`src/rtl/mag_power_ctrl.sv`:
```
// Magnetron controller: cook FSM (IDLE/COOK/PAUSE/DONE) with duty-cycle power levels.
// The door interlock gates mag_on combinationally. Every other output is registered.
module mag_power_ctrl #(
    parameter int LEVELS = 4,
    parameter int PERIOD = 16,
    parameter int LW     = 2
) (
    input  logic          clk,
    input  logic          resetn,
    input  logic          startn,
    input  logic          stopn,
    input  logic          clearn,
    input  logic          door_closed,
    input  logic          timer_done,
    input  logic [LW-1:0] power_sel,
    output logic          mag_on,
    output logic [1:0]    state_o,
    output logic [LW-1:0] level_o,
    output logic          done_pulse
);

    typedef enum logic [1:0] {
        IDLE  = 2'b00,
        COOK  = 2'b01,
        PAUSE = 2'b10,
        DONE  = 2'b11
    } state_t;

    localparam int PW   = (PERIOD > 1) ? $clog2(PERIOD) : 1;
    localparam int CW   = PW + 1;
    localparam int STEP = PERIOD / LEVELS;
    localparam logic [PW-1:0] PHASE_LAST = PW'(PERIOD - 1);
    localparam logic [LW-1:0] LEVEL_MAX  = LW'(LEVELS - 1);

    state_t        state_q, state_d;
    logic [PW-1:0] phase_q, phase_d;
    logic [LW-1:0] level_q, level_d;
    logic          done_pulse_q, done_pulse_d;
    logic          start_q, stop_q, clear_q;

    logic          start_ev, stop_ev, clear_ev;
    logic [LW-1:0] level_sat;
    logic [CW-1:0] on_cnt;

    // NOTE: every signal gets a default at the top of the block, so no path leaves it unassigned and no latch is inferred.
    always_comb begin
        start_ev  = start_q & ~startn;
        stop_ev   = stop_q  & ~stopn;
        clear_ev  = clear_q & ~clearn;
        level_sat = (power_sel > LEVEL_MAX) ? LEVEL_MAX : power_sel;

        state_d = state_q;
        if (clear_ev) begin
            state_d = IDLE;
        end else if (timer_done && (state_q == COOK || state_q == PAUSE)) begin
            state_d = DONE;
        end else if (state_q == COOK && (!door_closed || stop_ev)) begin
            state_d = PAUSE;
        end else if (start_ev && door_closed && !timer_done &&
                     (state_q == IDLE || state_q == PAUSE)) begin
            state_d = COOK;
        end

        // Power_sel is sampled only on COOK entry or on a phase wrap, so a duty window is never split between two levels.
        phase_d = phase_q;
        level_d = level_q;
        if (state_d == IDLE || state_d == DONE) begin
            phase_d = '0;
        end else if (state_d == COOK && state_q != COOK) begin
            phase_d = '0;
            level_d = level_sat;
        end else if (state_q == COOK) begin
            if (phase_q == PHASE_LAST) begin
                phase_d = '0;
                level_d = level_sat;
            end else begin
                phase_d = phase_q + 1'b1;
            end
        end

        done_pulse_d = (state_d == DONE) && (state_q != DONE);
        on_cnt       = CW'((int'(level_q) + 1) * STEP);
    end

    // NOTE: state is updated with non-blocking assignments, so all flops sample the same pre-edge values.
    always_ff @(posedge clk or negedge resetn) begin
        if (!resetn) begin
            state_q      <= IDLE;
            phase_q      <= '0;
            level_q      <= '0;
            done_pulse_q <= 1'b0;
            start_q      <= 1'b1;
            stop_q       <= 1'b1;
            clear_q      <= 1'b1;
        end else begin
            state_q      <= state_d;
            phase_q      <= phase_d;
            level_q      <= level_d;
            done_pulse_q <= done_pulse_d;
            start_q      <= startn;
            stop_q       <= stopn;
            clear_q      <= clearn;
        end
    end

    // The door gates mag_on directly, so opening it cuts power in the same cycle.
    assign mag_on     = (state_q == COOK) & door_closed & ({1'b0, phase_q} < on_cnt);
    assign state_o    = state_q;
    assign level_o    = level_q;
    assign done_pulse = done_pulse_q;

endmodule
```
`config.mk`:
```
export PLATFORM = sky130hd
export DESIGN_NAME = mag_power_ctrl
export DESIGN_NICKNAME = d
export VERILOG_FILES = /design/src/rtl/mag_power_ctrl.sv
export SDC_FILE = /design/constraint.sdc
export NUM_CORES = 1
export LEC_CHECK = 0
export BUFFER_PORTS_ARGS = -buffer_cell sky130_fd_sc_hd__buf_2
export CELL_PAD_IN_SITES_DETAIL_PLACEMENT = 0
export CELL_PAD_IN_SITES_GLOBAL_PLACEMENT = 1
export CORE_ASPECT_RATIO = 1.1
export CORE_MARGIN = 2
export CORE_UTILIZATION = 30
export DETAILED_ROUTE_END_ITERATION = 10
export GPL_TIMING_DRIVEN = 0
export HOLD_SLACK_MARGIN = 0.15
export PLACE_DENSITY = 0.69
export SYNTH_ARGS = -nofsm -noshare
export SYNTH_HDL_FRONTEND = slang
export SYNTH_SLANG_ARGS = --single-unit
```
`constraint.sdc`:
```
create_clock -name clk -period 6.2 [get_ports clk]
set_input_delay 0 -clock clk [delete_from_list [all_inputs] [get_ports clk]]
set_output_delay 0 -clock clk [all_outputs]
set_load 0.1 [all_outputs]
```
* Word-level counts from Yosys, hierarchy flattened *
Cells that the tools add are included.

cells by class
  add/sub/neg operators = 2
  reduce and logical (&&, ||, !) cells = 19
  equal/unequal tests = 7
  order comparisons = 2
  multiplexer cells = 12
  bitwise gates (word level) = 9

operators with widths
  cell                                           number
  2-to-1 mux 2 bit                               8
  2-to-1 mux 4 bit                               4
  logical AND 1 bit                              7
  AND 1 bit                                      5
  less-than comparator 4 x 5 -> 1 bit            1
  adder 4 x 1 -> 4 bit, second input constant    1
  == test 2 x 1 -> 1 bit, second input constant  2
  == test 2 bit, second input constant           2
  == test 4 bit, second input constant           1
  zero test 2 bit                                2
  logical OR 1 bit                               4
  NOT 1 bit                                      4
  nonzero test 2 bit                             2
  adder 2 x 1 -> 3 bit, second input constant    1
  AND reduction 3 bit                            1
  nonzero test 3 bit                             1
  > comparator 2 bit, second input constant      1
  zero test 1 bit                                2
  != test 2 x 1 -> 1 bit, second input constant  1
  != test 2 bit, second input constant           1

word-level totals
  output and inout bits = 6
  input bits = 9
  flip-flop bits (word level) = 12

* Logic depth before layout (Yosys ltp) *
  depth after elaboration = 13
  depth in mapped cells = 10
  gate-level depth less buffers = 9

* Worst setup path before layout *
No wires, ideal clock.

  kind = flip-flop to output port
  start = register level_q[0], in the netlist level_o[0]
  end = output port mag_on
  path buffers = 0
  stages on the path, launching flop included = 7
  arrival = 2.970 ns
  slack = 3.230 ns
  path through = dfrtp_1 > ha_1 > inv_1 > ha_1 > o21ai_0 > a21oi_1 > nor2_1

on the way
  cells in the longest elaborated chain, start to end = 3

ends and longest elaborated chain
  what                                 line  source
  start, declared                      37    logic [LW-1:0] level_q, level_d;
  start signal, assigned               98    level_q <= level_d;
  adder 2 x 1 -> 3 bit                 82    on_cnt = CW'((int'(level_q) + 1) * STEP);
  less-than comparator 4 x 5 -> 1 bit  107   assign mag_on = (state_q == COOK) & door_closed & ({1'b0, phase_q} < on_cnt);
  AND 1 bit                            107
  end, declared                        16    output logic mag_on,

No other way between the ends.

* Final worst setup path *
  start = register state_q[1], in the netlist state_o[1]
  end = register level_q[0], in the netlist level_o[0]

on the way
  cells in the longest elaborated chain, start to end = 11

ends and longest elaborated chain
  what                                                              line    source
  start, declared                                                   35      state_t state_q, state_d;
  start signal, assigned                                            96      state_q <= state_d;
  == test 2 bit or zero test 2 bit (tied branches)                  55, 60
  logical OR 1 bit                                                  60      (state_q == IDLE || state_q == PAUSE)) begin
  logical AND 1 bit                                                 59      end else if (start_ev && door_closed && !timer_done &&
  2-to-1 mux 2 bit                                                  59
  2-to-1 mux 2 bit                                                  57      end else if (state_q == COOK && (!door_closed || stop_ev)) begin
  2-to-1 mux 2 bit *                                                55      end else if (timer_done && (state_q == COOK || state_q == PAUSE)) begin
  2-to-1 mux 2 bit *                                                53      if (clear_ev) begin
  via state_d[0]                                                    35
  == test 2 x 1 -> 1 bit (tied with other cells)                    69      end else if (state_d == COOK && state_q != COOK) begin
  logical AND 1 bit or logical OR 1 bit (tied branches)             69, 67
  nonzero test 2 bit (no source line) or NOT 1 bit (tied branches)  n/a
  AND reduction 3 bit (no source line)                              n/a

Mark *: on every way through the listed nets, which the timed path passes. The rest lies on a longest branch.
A chain may end at the register's enable or synchronous reset.

==> results.toml <==
[power_and_ir_drop]
pwr-share-seq_pct = 25.2
peakVddDrop_mv = 0.209
p_clk_share_pct = 13.8
power_density_nw_per_um2 = 496
p_comb_share_pct = 61.0
p_int_w = 0.000208
p_leak_nw = 0.436
p_sw_w = 0.000252
sw_frac_of_total_pct = 54.8

[timing]
holdWs_ns = 0.243
finalSetupViolations = 0
hold_viol = 0
fmax_mhz = 402
final.setup.worst_slack_ns = 3.72
relSlewSlack_pct = 68.0
fin_worst_skew_ns = 0.00596
min_period_over_period_pct = 40.1
rsz0062_at_grt = "no"
finalSetupTns_ns = 0
final_max_slew_viol_count = 0
worst_pin_slew_ns = 0.477
layout_min_cycle_time_ns = 2.48

[global_route]
track_usage_pct = 11.8
grt_overflow = 0
grt_pass1_wl_um = 2320
grt_pass1_vias = 535
antenna_found_initial = 0
grt_start_max_net_pins = 11

[route]
first_iter_violations = 6
ant_nets = 0
dr.pass1.iters = 4
vias_per_cell = 4.71
remaining_drc_errors = 0
vias = 579
wl_per_cell_um = 11.8
wirelength_um = 1450

[worst_setup_path]
crit_path_max_fanout = 10
worstSetupPathType = "reg -> reg"
start_kind = "register"
timing.rr.end = "level_o[0]"
r2r_slack_ns = 3.72
worstSetupEndpointType = "register"
worst-r2r-cell-count = 10
critPathRequiredTime_ns = 6.36
critPathArrivalTime_ns = 2.65
reg2reg_from = "state_o[1]"

[placement]
place_ws_ns = 3.73
port_buffers = 14
gp_congestion = 0.723
hpwl_um = 1010

[clock_tree]
clockBufferDepth = 2
numCtsBuffers = 3
clock-sinks = 12
cts-root-buf = "clkbuf_4"
clk_latency_ns = 0.27
cts_tree = "yes"
ctsResizeCount = 0
clk_pin_slew_ns = 0.08
postCtsSetupBuffers = 0
htree_levels = 1

[yosys]
syn-num-nets = 85
ys_top_cells_by_count = "dfrtp_1 (9), ha_1 (9), inv_1 (5), nor2_1 (5), a31oi_1 (4)"
synth_ff_type = "dfrtp_1"
synth_area_um2 = 703
synth_top_area_cell = "dfrtp_1"
synthArstFlopShare_pct = 100
syn_area_per_cell_um2 = 10.5
ys_seq_area_share_pct = 43.2
synth_top_cell_area_share_pct = 32.0
synth_cells = 67
synth.area.top_cells = "dfrtp_1 (32%), ha_1 (16%), dfstp_2 (11%), a31oi_1 (3.6%), mux2_1 (3.2%)"
yosys_warnings = 0
ys_seq_elements = 12
synth_edf_count = 0
synthDistinctLibCells = 28

[finish]
post_route_cells_drive_above_1_share_pct = 25.8
final_util_pct = 41.6
layout.nets = 112
fillers = 225
diodes = 0
area_growth_pct = 31.9

[die]
die_area_um2 = 2750
coreArea_um2 = 2230
fp.dieH_um = 54.8
die_x_um = 50.2
fp-row-count = 18
pin_count = 15
start_util_pct = 31.5

[flow_run]
cap_violations = 0

[outcome]
status = "finished, final reports clean"

[hold_path]
hold_class = "in -> async"
==> stage by stage <==
| step | cells | total power [W] | cell area, um2 |
|---|---|---|---|
| after detailed placement | 111 | 0.000395 | 811 |
| after floorplan | 67 | 0.000344 | 703 |
| final | 123 | 0.000459 | 927 |
| after CTS | 123 | 0.000463 | 927 |
| after global placement | 111 | 0.000391 | 811 |
| after global routing | 123 | 0.000493 | 927 |
==> per-layer routing <==
layer / up-vias / global-route usage, % / wire, um
met1: 276 / 14.4 / 701
met2: 7 / 19.5 / 694
met3: 2 / 1.64 / 43
li1: 294 / - / -
met5: - / 0 / 0
met4: 0 / 8.33 / 10
==> worst max-delay path by stage <==
stage | from | slack, ns | depth (start not counted) | end
final | state_o[1] | 3.72 | 10 | level_o[0]
after global routing | state_o[1] | 3.48 | 10 | level_o[0]
after CTS | state_o[1] | 3.71 | 10 | level_o[0]
after detailed placement | state_o[1] | 3.73 | 10 | level_o[0]
after global placement | state_o[1] | 3.74 | 10 | level_o[1]
after floorplan | level_o[0] | 3.23 | 6 | mag_on
==> layout make-up <==
| type | instances | area [um2] | share of cell area [%] |
|---|---|---|---|
| multi-input combinational | 48 | 363 | 39.1 |
| sequential | 12 | 304 | 32.8 |
| timing repair buffer | 22 | 150 | 16.2 |
| tap | 30 | 37.5 | 4.05 |
| clock buffer | 4 | 36.3 | 3.91 |
| inverter | 6 | 25.0 | 2.70 |
| buffer | 1 | 11.3 | 1.21 |
==> timing repair <==
action | CTS | global route
endpoints found under the setup margin | 0 | 0
hold buffers | 8 | 0
hold endpoints to repair | 18 | 0
==> critical path: stages, from the launching register on <==
cell,delay (ns)
dfrtp_1,0.44
inv_1,0.09
ha_1,0.22
buf_6,0.15
inv_4,0.05
a221oi_1,0.04
a311oi_1,0.41
ha_1,0.33
nand2b_2,0.07
a21oi_1,0.25
mux2_1,0.34
==> power by group through the flow <==
stage | logic, W | registers [W] | clock network (W)
finish | 0.000280 | 0.000116 | 0.0000634
global route | 0.000302 | 0.000120 | 0.0000709
CTS | 0.000282 | 0.000116 | 0.0000650
detailed placement | 0.000278 | 0.000117 | 0
global placement | 0.000275 | 0.000116 | 0
floorplan | 0.000119 | 0.000224 | 0
==> cell families (layout without fill, tap and decap cells) <==
logic type / count (synthesis) / count (layout) / share of synthesized area, %
simple gates: 22 / 22 / 18.2
buf+inv: 7 / 33 / 5.16
fa+ha+maj: 9 / 9 / 16.0
flops: 12 / 12 / 43.2
compound gates: 14 / 14 / 13.0
mux: 2 / 2 / 3.20
xor+xnor: 1 / 1 / 1.25
==> layout by cell type, fill, tap and decap left out, drive strengths merged, types with 2 or more instances in the layout <==
cell type	instances
clkbuf	4
nand2	3
nand4	2
a21oi	3
mux2	2
dfrtp	9
a22oi	2
nand2b	3
nor2b	2
nand3	2
inv	6
dfstp	3
dlygate4sd3	8
ha	9
buf	15
a31oi	4
nor2	5
o21ai	2
==> flip-flops by register name, summed over array words and instances (netlist names) <==
name,flops
stop_q,1
start_q,1
state_o,2
done_pulse,1
level_o,2
phase_q,4
clear_q,1
(Power assumes the default switching activity.)
